### src/rtl/acc_cpu_mc.sv
// acc_cpu_mc: multi-cycle parametrised accumulator CPU (FETCH/DECODE/EXEC/MEM/HALT)
// Ports: clk_i/reset (sync, active-high); imem_addr_o/imem_data_i sync-ROM fetch;
// dmem_req_o/we_o/addr_o/wdata_o/rdata_i/ack_i req-ack data port; reg_acc_out,
// curr_pc, curr_ins expose ACC/PC/IR; halted_o flags the terminal HALT state.
module acc_cpu_mc #(
    parameter int DATA_W = 8,
    parameter int ADDR_W = 5
) (
    input  logic              clk_i,
    input  logic              reset,
    output logic [ADDR_W-1:0] imem_addr_o,
    input  logic [ADDR_W+3:0] imem_data_i,
    output logic              dmem_req_o,
    output logic              dmem_we_o,
    output logic [ADDR_W-1:0] dmem_addr_o,
    output logic [DATA_W-1:0] dmem_wdata_o,
    input  logic [DATA_W-1:0] dmem_rdata_i,
    input  logic              dmem_ack_i,
    output logic [DATA_W-1:0] reg_acc_out,
    output logic [ADDR_W-1:0] curr_pc,
    output logic [ADDR_W+3:0] curr_ins,
    output logic              halted_o
);
    localparam logic [3:0] OP_LDA = 4'h1, OP_STA = 4'h2, OP_ADD = 4'h3, OP_SUB = 4'h4,
                           OP_AND = 4'h5, OP_OR = 4'h6, OP_XOR = 4'h7, OP_JMP = 4'h8,
                           OP_JZ = 4'h9, OP_JC = 4'hA, OP_LDI = 4'hB, OP_SHL = 4'hC,
                           OP_SHR = 4'hD, OP_HLT = 4'hF;
    typedef enum logic [2:0] {S_FETCH, S_DECODE, S_EXEC, S_MEM, S_HALT} state_t;
    state_t r_state, w_next;
    logic [ADDR_W-1:0] r_pc, w_pc_next, w_a;
    logic [DATA_W-1:0] r_acc, w_res, w_imm;
    logic [ADDR_W+3:0] r_ir;
    logic [DATA_W:0]   w_sum, w_diff;
    logic [3:0]        w_op;
    logic              r_z, r_c, w_cn, w_is_mem, w_wr_acc, w_done;

    assign w_op      = r_ir[ADDR_W+3:ADDR_W];
    assign w_a       = r_ir[ADDR_W-1:0];
    assign w_imm     = DATA_W'(w_a);
    assign w_sum     = {1'b0, r_acc} + {1'b0, dmem_rdata_i};
    // Bit DATA_W of the widened difference is the borrow, i.e. ACC < operand.
    assign w_diff    = {1'b0, r_acc} - {1'b0, dmem_rdata_i};
    assign w_is_mem  = (w_op >= OP_LDA) && (w_op <= OP_XOR);
    assign w_wr_acc  = (w_is_mem && w_op != OP_STA) || w_op == OP_LDI || w_op == OP_SHL || w_op == OP_SHR;
    assign w_done    = (r_state == S_EXEC && !w_is_mem && w_op != OP_HLT) || (r_state == S_MEM && dmem_ack_i);
    assign w_pc_next = (w_op == OP_JMP || (w_op == OP_JZ && r_z) || (w_op == OP_JC && r_c)) ? w_a : r_pc + 1'b1;

    // LDA/LDI fall through with w_cn = r_c, so C can be written on every ACC update.
    always_comb begin
        w_res = r_acc;
        w_cn  = r_c;
        case (w_op)
            OP_LDA: w_res = dmem_rdata_i;
            OP_ADD: {w_cn, w_res} = w_sum;
            OP_SUB: {w_cn, w_res} = w_diff;
            OP_AND: begin w_res = r_acc & dmem_rdata_i; w_cn = 1'b0; end
            OP_OR:  begin w_res = r_acc | dmem_rdata_i; w_cn = 1'b0; end
            OP_XOR: begin w_res = r_acc ^ dmem_rdata_i; w_cn = 1'b0; end
            OP_LDI: w_res = w_imm;
            OP_SHL: begin w_res = {r_acc[DATA_W-2:0], 1'b0}; w_cn = r_acc[DATA_W-1]; end
            OP_SHR: begin w_res = {1'b0, r_acc[DATA_W-1:1]}; w_cn = r_acc[0]; end
            default: ;
        endcase
    end

    always_ff @(posedge clk_i) begin
        if (reset) begin
            r_state <= S_FETCH;
            r_pc    <= '0;
            r_acc   <= '0;
            r_ir    <= '0;
            r_z     <= 1'b0;
            r_c     <= 1'b0;
        end else begin
            r_state <= w_next;
            if (r_state == S_DECODE) r_ir <= imem_data_i;
            if (w_done) begin
                r_pc <= w_pc_next;
                if (w_wr_acc) begin
                    r_acc <= w_res;
                    r_z   <= (w_res == '0);
                    r_c   <= w_cn;
                end
            end
        end
    end

    always_comb begin
        w_next = r_state;
        case (r_state)
            S_FETCH:  w_next = S_DECODE;
            S_DECODE: w_next = S_EXEC;
            S_EXEC:   w_next = w_is_mem ? S_MEM : (w_op == OP_HLT ? S_HALT : S_FETCH);
            S_MEM:    w_next = dmem_ack_i ? S_FETCH : S_MEM;
            S_HALT:   w_next = S_HALT;
            default:  w_next = S_FETCH;
        endcase
    end

    always_comb begin
        dmem_req_o = (r_state == S_MEM);
        dmem_we_o  = (r_state == S_MEM) && (w_op == OP_STA);
        halted_o   = (r_state == S_HALT);
    end

    assign imem_addr_o  = r_pc;
    assign dmem_addr_o  = w_a;
    assign dmem_wdata_o = r_acc;
    assign reg_acc_out  = r_acc;
    assign curr_pc      = r_pc;
    assign curr_ins     = r_ir;
endmodule

### config.mk
export PLATFORM = sky130hd
export DESIGN_NAME = acc_cpu_mc
export DESIGN_NICKNAME = d
export VERILOG_FILES = /design/src/rtl/acc_cpu_mc.sv
export SDC_FILE = /design/constraint.sdc
export NUM_CORES = 1
export LEC_CHECK = 0
export BUFFER_PORTS_ARGS = -buffer_cell sky130_fd_sc_hd__clkbuf_2
export CORE_MARGIN = 8
export CORE_UTILIZATION = 45
export CTS_CLUSTER_DIAMETER = 100
export DETAILED_ROUTE_END_ITERATION = 10
export GPL_TIMING_DRIVEN = 0
export MAX_ROUTING_LAYER = met4
export PLACE_DENSITY = 0.77
export SLEW_MARGIN = 20
export SYNTH_ARGS = -nofsm -noshare
export SYNTH_HDL_FRONTEND = slang
export SYNTH_SLANG_ARGS = --single-unit
### constraint.sdc
create_clock -name clk_i -period 4.4 [get_ports clk_i]
set_clock_uncertainty 0.15 [all_clocks]
set_input_delay 0.22 -clock clk_i [delete_from_list [all_inputs] [get_ports clk_i]]
set_output_delay 0.22 -clock clk_i [all_outputs]
set_load 0.005 [all_outputs]
# Yosys cells after proc, flatten, opt, wreduce, memory -nomap -nowiden
# Index checks and enable logic that the tools add are counted.
# totals
register_bits	27
word_cells	62
output_inout_bits	43
inputBits	20
# classes
mux	7
bitwise	3
reduce_logical	21
eq_ne	20
magnitude_cmp	2
addsub	3
# op_table
op	n
8-bit one-hot mux with 9 select lines	1
4-bit equality test (second input constant)	7
4-bit by 3-bit equality test with 1-bit output (second input constant)	4
3-bit one-hot mux with 5 select lines	1
8-bit by 8-bit adder with 9-bit output	1
8-bit by 8-bit subtractor with 9-bit output	1
8-bit AND	1
4-bit by 2-bit equality test with 1-bit output (second input constant)	2
1-bit logical AND	8
8-bit zero test	1
8-bit OR	1
8-bit XOR	1
3-bit by 2-bit equality test with 1-bit output (second input constant)	2
1-bit logical OR	6
3-bit two-way mux	2
5-bit by 1-bit adder with 5-bit output (second input constant)	1
5-bit two-way mux	1
1-bit one-hot mux with 5 select lines	1
5-bit nonzero test	1
4-bit by 1-bit equality test with 1-bit output (second input constant)	1
4-bit by 1-bit >= comparator with 1-bit output (second input constant)	1
4-bit by 3-bit <= comparator with 1-bit output (second input constant)	1
4-bit by 2-bit != test with 1-bit output (second input constant)	1
4-bit != test (second input constant)	1
8 further kinds	8

# Logic depth before layout (Yosys ltp)
# Gate-level depths: netlist of run 1.
# logic_depth
ltp_word	7
ltp_mapped	10
depth_no_buf	10

# Least setup slack after synthesis of run 1
# Ideal clock, no wire load.
# synth_timing
kind	register -> register
from	reg r_acc[1], in the netlist dmem_wdata_o[1]
to	reg r_z
path_stages_with_launch	10
n_path_buf	0
setup_slack_ns	1.843
setup_ns	0.092
arrival_ns	2.315
required_time_ns	4.158
synth_period_minus_slack_ns	2.557
cell_sequence	dfxtp_1 -> inv_1 -> ha_1 -> nor3_2 -> o31a_1 -> o22ai_1 -> mux2_4 -> a2111oi_2 -> nand2_1 -> o32ai_1
# synth_between
elab_chain_cells	3
word_cells_on_any_way	7
cone_classes	2 x add/sub; 1 x mux; 3 x bitwise; 1 x reduce/logical
# synth_rtl
item	line_no	source
start: declaration	31	logic [DATA_W-1:0] r_acc, w_res, w_imm;
start signal: assignment	80	r_acc <= w_res;
8-bit by 8-bit subtractor with 9-bit output (tied with other cells)	42	assign w_diff = {1'b0, r_acc} - {1'b0, dmem_rdata_i};
8-bit one-hot mux with 9 select lines (*)	52	case (w_op)
8-bit zero test (*)	81	r_z <= (w_res == '0);
end signal: assignment	81	
end: declaration	35	logic r_z, r_c, w_cn, w_is_mem, w_wr_acc, w_done;
# Mark *: on every way between the ends. The rest lies on a longest branch, timed or not.
# A chain may end at the register's enable or synchronous reset.

# Worst setup path after layout of run 1
# layout_timing
from	reg r_acc[0], in the netlist dmem_wdata_o[0]
to	reg r_z
# Same word-level chain as after synthesis.

==> flow_summary.toml, run 1 <==
[timing]
final_max_slew_viol_count = 0
setup_viol_count_final = 0
setup_tns_ns = 0
period_minus_slack_ns = 3.20
grt_setup_unrepaired = "false"
tightestPinTransition_ns = 0.768
finalHoldViolCount = 0
fin_ws_ns = 1.20
timing.final.crit_share_pct = 72.7
slew_headroom_pct = 48.6
max_freq_mhz = 313

[power]
comb_power_share_pct = 38.3
powerDensity_mw_per_mm2 = 194
swShare_pct = 38.4
leakage_nw = 1.58
clkPwrFrac_pct = 22.4
max-vdd-ir-drop_uv = 189
internal_power_mw = 0.427
p_sw_mw = 0.266
sequentialPowerShare_pct = 39.3

[route]
avgRoutedWirePerCell_um = 18.8
first_iter_violations = 275
via_per_inst = 5.97
drt_wl_total_mm = 10.3
first_pass_iters = 4
drc = 0
vias = 3287
ant_nets = 0

[critical_path]
startpoint_type = "flop"
r2r_slack_ns = 1.20
cp-end-kind = "flop"
worstPathArrival_ns = 3.24
r2r-start = "dmem_wdata_o[0]$_SDFFE_PP0P_"
critPathKind = "reg2reg"
worst_ep_required_time_ns = 4.45
crit_fanout = 7
reg2regPathDepth = 9
r2r-end = "r_z$_SDFFE_PP0P_"

[placement]
gp_congestion = 0.980
dp_slack_ns = 1.35
dp_cells = 547
dp_hpwl_mm = 8.03
port-buffer-count = 61

[die]
rows = 30
io_pins = 63
core_area_mm2 = 0.00676
die_w_um = 99.3
dieArea_mm2 = 0.00987
die_y_um = 99.3
initial_core_util_pct = 46.2

[cts]
worstSkewPairLatency_ns = 0.28
hold_buffers = 0
clk_pin_slew_ns = 0.11
clock_sinks = 27
cts_max_path_buffers = 2
ctsResizeCount = 0
clock-root-buffer = "clkbuf_8"
cts_max_level = 1
post-cts-setup-buffers = 0
numCtsBuffers = 3
cts_tree = "done"

[global_route]
grt_use_met3_pct = 3.28
use_met1_pct = 27.2
busiest_layer = "met2"
grtUsageMet2_pct = 34.3
grt_pass1_vias = 3326
grt_overflow_total = 0
grt_max_degree = 17
grt_use_total_pct = 21.3
grt_pass1_wl_mm = 17.0
antenna_found_initial = 0

[synth]
yosysTopAreaCellShare_pct = 17.3
synthDistinctLibCells = 74
synth_cells = 406
synth_enable_flop_cells = 0
seq_area_frac_synth_pct = 17.3
synthMostInstantiatedCell = "nor2_1"
synth_top_area_cell = "dfxtp_1"
syn_area_per_cell_um2 = 7.70
synth_common_cells = "nor2_1 (57), dfxtp_1 (27), inv_1 (26)"
syn_nets = 453
synth_async_sr_flop_share_pct = 0
synth_warnings = 0
synth_area_mm2 = 0.00312
yosys-top-cells-area = "dfxtp_1 (17%), ha_1 (10%), nor2_1 (6.8%)"
ys_seq_elements = 27
synthFlopType = "dfxtp_1"

[cells_and_area]
multi_input_area_mm2 = 0.00216
diodes = 0
regArea_um2 = 541
fin_nets = 519
fill_cells = 683
drive_gt1_share_pct = 26.1
area_growth_pct = 14.5
layout.cells.non_filler = 551

[run]
drv_cap = 0

[status]
outcome = "completed"

[min_path]
hp-class = "in2reg"
min_from = "imem_data_i[0]"
whs_path_depth = 3
min_to = "curr_ins[0]$_SDFFE_PP0P_"
## final cells by class
cell class / instances / share of cell area (%)
multi-input combinational: 305 / 60.5
inverter: 29 / 3.04
tap: 80 / 2.80
clock inverter: 1 / 0.210
clock buffer: 3 / 1.15
timing repair buffer: 61 / 8.53
buffer: 45 / 8.67
sequential: 27 / 15.1
## state kept, by name, indices dropped and copies added (netlist names)
name          count
curr_ins          9
dmem_wdata_o      8
curr_pc           5
r_state           3
r_c               1
r_z               1
## worst max path at each step
| stage | start | depth (start not counted) | slack [ns] | endpoint |
|---|---|---|---|---|
| after floorplan | dmem_wdata_o[1]$_SDFFE_PP0P_ | 9 | 1.84 | r_z$_SDFFE_PP0P_ |
| after global placement | dmem_wdata_o[0]$_SDFFE_PP0P_ | 9 | 1.35 | r_z$_SDFFE_PP0P_ |
| after detailed placement | dmem_wdata_o[0]$_SDFFE_PP0P_ | 9 | 1.35 | r_z$_SDFFE_PP0P_ |
| after CTS | dmem_wdata_o[0]$_SDFFE_PP0P_ | 9 | 1.31 | r_z$_SDFFE_PP0P_ |
| after global routing | dmem_wdata_o[0]$_SDFFE_PP0P_ | 9 | 1.07 | r_z$_SDFFE_PP0P_ |
| final | dmem_wdata_o[0]$_SDFFE_PP0P_ | 9 | 1.20 | r_z$_SDFFE_PP0P_ |
## worst max-delay path: stages, from the launching register on
cell and delay [ns]:
dfxtp_1 0.53, inv_1 0.14, ha_1 0.27, fa_1 0.42, xor2_1 0.17, a2111oi_2 0.35, o221ai_1 0.22, nor4_1 0.58
nand4_1 0.16, o32ai_1 0.13
## per-stage QoR
stage	area (um2)	power [mW]	hold WS, ns	utilization, %
global placement	3530	0.535	0.300	52.2
finish	3580	0.693	0.0111	53.0
floorplan	3120	0.455	0.209	-
global route	3580	0.728	0.0325	53.0
detailed placement	3530	0.538	0.306	52.2
CTS	3580	0.689	0.0111	53.0
## power by group through the flow
stage	clock network [mW]	registers, mW	logic, mW
2_1_floorplan	0	0.273	0.182
3_3_place_gp	0	0.277	0.258
3_5_place_dp	0	0.277	0.260
4_1_cts	0.156	0.272	0.262
5_1_grt	0.166	0.274	0.289
6_report	0.155	0.272	0.265
## cells by family (layout without fill, tap and decap cells)
| group | Yosys count | in the layout | share of synthesized area (%) |
|---|---|---|---|
| AND/OR/NAND/NOR | 144 | 144 | 24.3 |
| AO/OA/AOI/OAI | 111 | 111 | 26.2 |
| buffers and inverters | 74 | 139 | 13.4 |
| adder cells (fa/ha/maj) | 27 | 27 | 11.3 |
| flip-flops | 27 | 27 | 17.3 |
| multiplexers | 21 | 21 | 6.97 |
| XOR/XNOR | 2 | 2 | 0.561 |
## per-layer routing
| metal | share of wire, % | routed length, um | up-vias |
|---|---|---|---|
| li1 | - | - | 1574 |
| met1 | 44 | 4540 | 1517 |
| met2 | 45 | 4680 | 173 |
| met3 | 8.1 | 834 | 23 |
| met4 | 2.7 | 280 | 0 |
| met5 | 0 | 0 | - |
## layout by cell type (no fill, tap or decap), types with 4 or more instances in the layout
master and count:
nand2b_1 6, buf_6 6, nand3b_1 4, nor3b_1 4, ha_1 25, nor2b_1 10, clkbuf_1 8, nor2_1 57
o21a_1 5, nand2_1 19, dfxtp_1 27, nand3_1 5, mux2i_1 18, a211oi_1 8, buf_2 8, o22ai_1 7
and3_1 4, or3_1 4, buf_4 23, o21ai_0 14, inv_1 26, clkbuf_2 61, nor3_1 15, a21oi_1 23
No activity file was read; power rests on OpenSTA's default activity.
==> inputs of run 2 (changes only) <==
Settings changed: PLACE_DENSITY 0.77 to 0.8.
Clock period 4.4 ns to 2.9 ns, I/O delays scaled along.
==> run 2 against run 1 <==
Largest cell class unchanged. Cell area grew 4.1%. Clock-buffer cell count is the same. Routed wire length grew 3.3%. Non-clock buffer count grew 9. Hold slack gained 0.077 ns. Critical path type unchanged. Critical endpoint is now dmem_wdata_o[5]$_SDFFE_PP0P_. Die area is the same.
==> flow_summary.toml, run 2 (synthesis results as in run 1) <==
[route]
vias = 3318
drt_wl_total_mm = 10.7
avgRoutedWirePerCell_um = 19.1
drc = 0
ant_nets = 0
first_iter_violations = 262
first_pass_iters = 5
via_per_inst = 5.93

[die]
rows = 30
core_area_mm2 = 0.00676
die_y_um = 99.3
initial_core_util_pct = 46.2
io_pins = 63
dieArea_mm2 = 0.00987
die_w_um = 99.3

[critical_path]
crit_fanout = 10
critPathKind = "reg2reg"
worstPathArrival_ns = 2.84
reg2regPathDepth = 9
cp-end-kind = "flop"
worst_ep_required_time_ns = 2.91
startpoint_type = "flop"

[power]
leakage_nw = 1.63
max-vdd-ir-drop_uv = 258
powerDensity_mw_per_mm2 = 289
power_mw = 1.08

[min_path]
whs_path_depth = 4
hp-class = "in2reg"

[global_route]
grt_max_degree = 17
grt_overflow_total = 0
grt_use_total_pct = 22.2
grt_pass1_wl_mm = 17.5
antenna_found_initial = 0
grt_pass1_vias = 3347

[cts]
clock_sinks = 27
clock-root-buffer = "clkbuf_8"
cts_max_level = 1
cts_max_path_buffers = 2
clk_pin_slew_ns = 0.11
worstSkewPairLatency_ns = 0.28
cts_tree = "done"
numCtsBuffers = 3
post-cts-setup-buffers = 0

[cells_and_area]
fill_cells = 666
area_growth_pct = 19.2
fin_nets = 528
post-route-cell-area_mm2 = 0.00372
diodes = 0
layout.cells.non_filler = 560
final_util_pct = 55.1
largest_register_ffs = 9
final_cell_mix = "clkbuf_2 (61), nor2_1 (57), inv_1 (26), ha_1 (25)"
final_common_cell = "clkbuf_2"
regArea_um2 = 548
multi_input_area_mm2 = 0.00221
drive_gt1_share_pct = 27.9

[placement]
dp_cells = 547
dp_slack_ns = -0.156
dp_hpwl_mm = 8.02
dpl_cell_area_mm2 = 0.00353
port-buffer-count = 61
gp_congestion = 0.945

[timing]
period_minus_slack_ns = 2.82
fin_ws_ns = 0.0793
max_freq_mhz = 355
finalHoldViolCount = 0
setup_tns_ns = 0
grt_setup_unrepaired = "false"
final_max_slew_viol_count = 0
holdWs_ns = 0.0878
setup_viol_count_final = 0
tightestPinTransition_ns = 0.806
timing.final.crit_share_pct = 97.3
slew_headroom_pct = 46.1

[status]
outcome = "completed"

[run]
drv_cap = 0
-- run 2: power breakdown --
part / internal (mW) / switching (mW)
clock: 0.0981 / 0.140
combinational: 0.174 / 0.251
sequential: 0.387 / 0.0253
total: 0.659 / 0.416
-- run 2: path summary, 6_finish.rpt --
| path | start | slack (ns) | to |
|---|---|---|---|
| min | dmem_ack_i | 0.09 | r_state[1]$_SDFF_PP0_ |
| max | dmem_wdata_o[3]$_SDFFE_PP0P_ | 0.08 | dmem_wdata_o[5]$_SDFFE_PP0P_ |
| min reg2reg | r_z$_SDFFE_PP0P_ | 0.36 | r_z$_SDFFE_PP0P_ |
| max reg2reg | dmem_wdata_o[3]$_SDFFE_PP0P_ | 0.08 | dmem_wdata_o[5]$_SDFFE_PP0P_ |
-- run 2: repair_timing --
item,CTS,global route
hold buffers,9,0
setup endpoints to repair,3,4
gates resized for setup,4,10
pin swaps,0,2
hold endpoints to repair,9,0
-- run 2: worst max-delay path, stage by stage (launching register included) --
cell	delay, ns
dfxtp_2	0.47
inv_1	0.11
ha_1	0.43
inv_2	0.07
o31ai_2	0.34
a21oi_1	0.12
o32a_1	0.36
o32ai_2	0.39
mux2i_1	0.12
nor2b_1	0.14
-- run 2: layout make-up --
type	instances	area share, %
Multi-Input combinational cell	305	59.4
Sequential cell	27	14.7
Timing Repair Buffer	70	10.6
Buffer	45	8.33
Inverter	29	2.92
Tap cell	80	2.69
Clock buffer	3	1.11
Clock inverter	1	0.202
-- run 2: layer usage --
| metal | wire, um | GRT usage [%] | share of wire [%] |
|---|---|---|---|
| met1 | 4710 | 28.4 | 44 |
| met2 | 4920 | 35.8 | 46 |
| met3 | 730 | 2.30 | 6.8 |
| met4 | 310 | 6.87 | 2.9 |
| met5 | 0 | - | 0 |
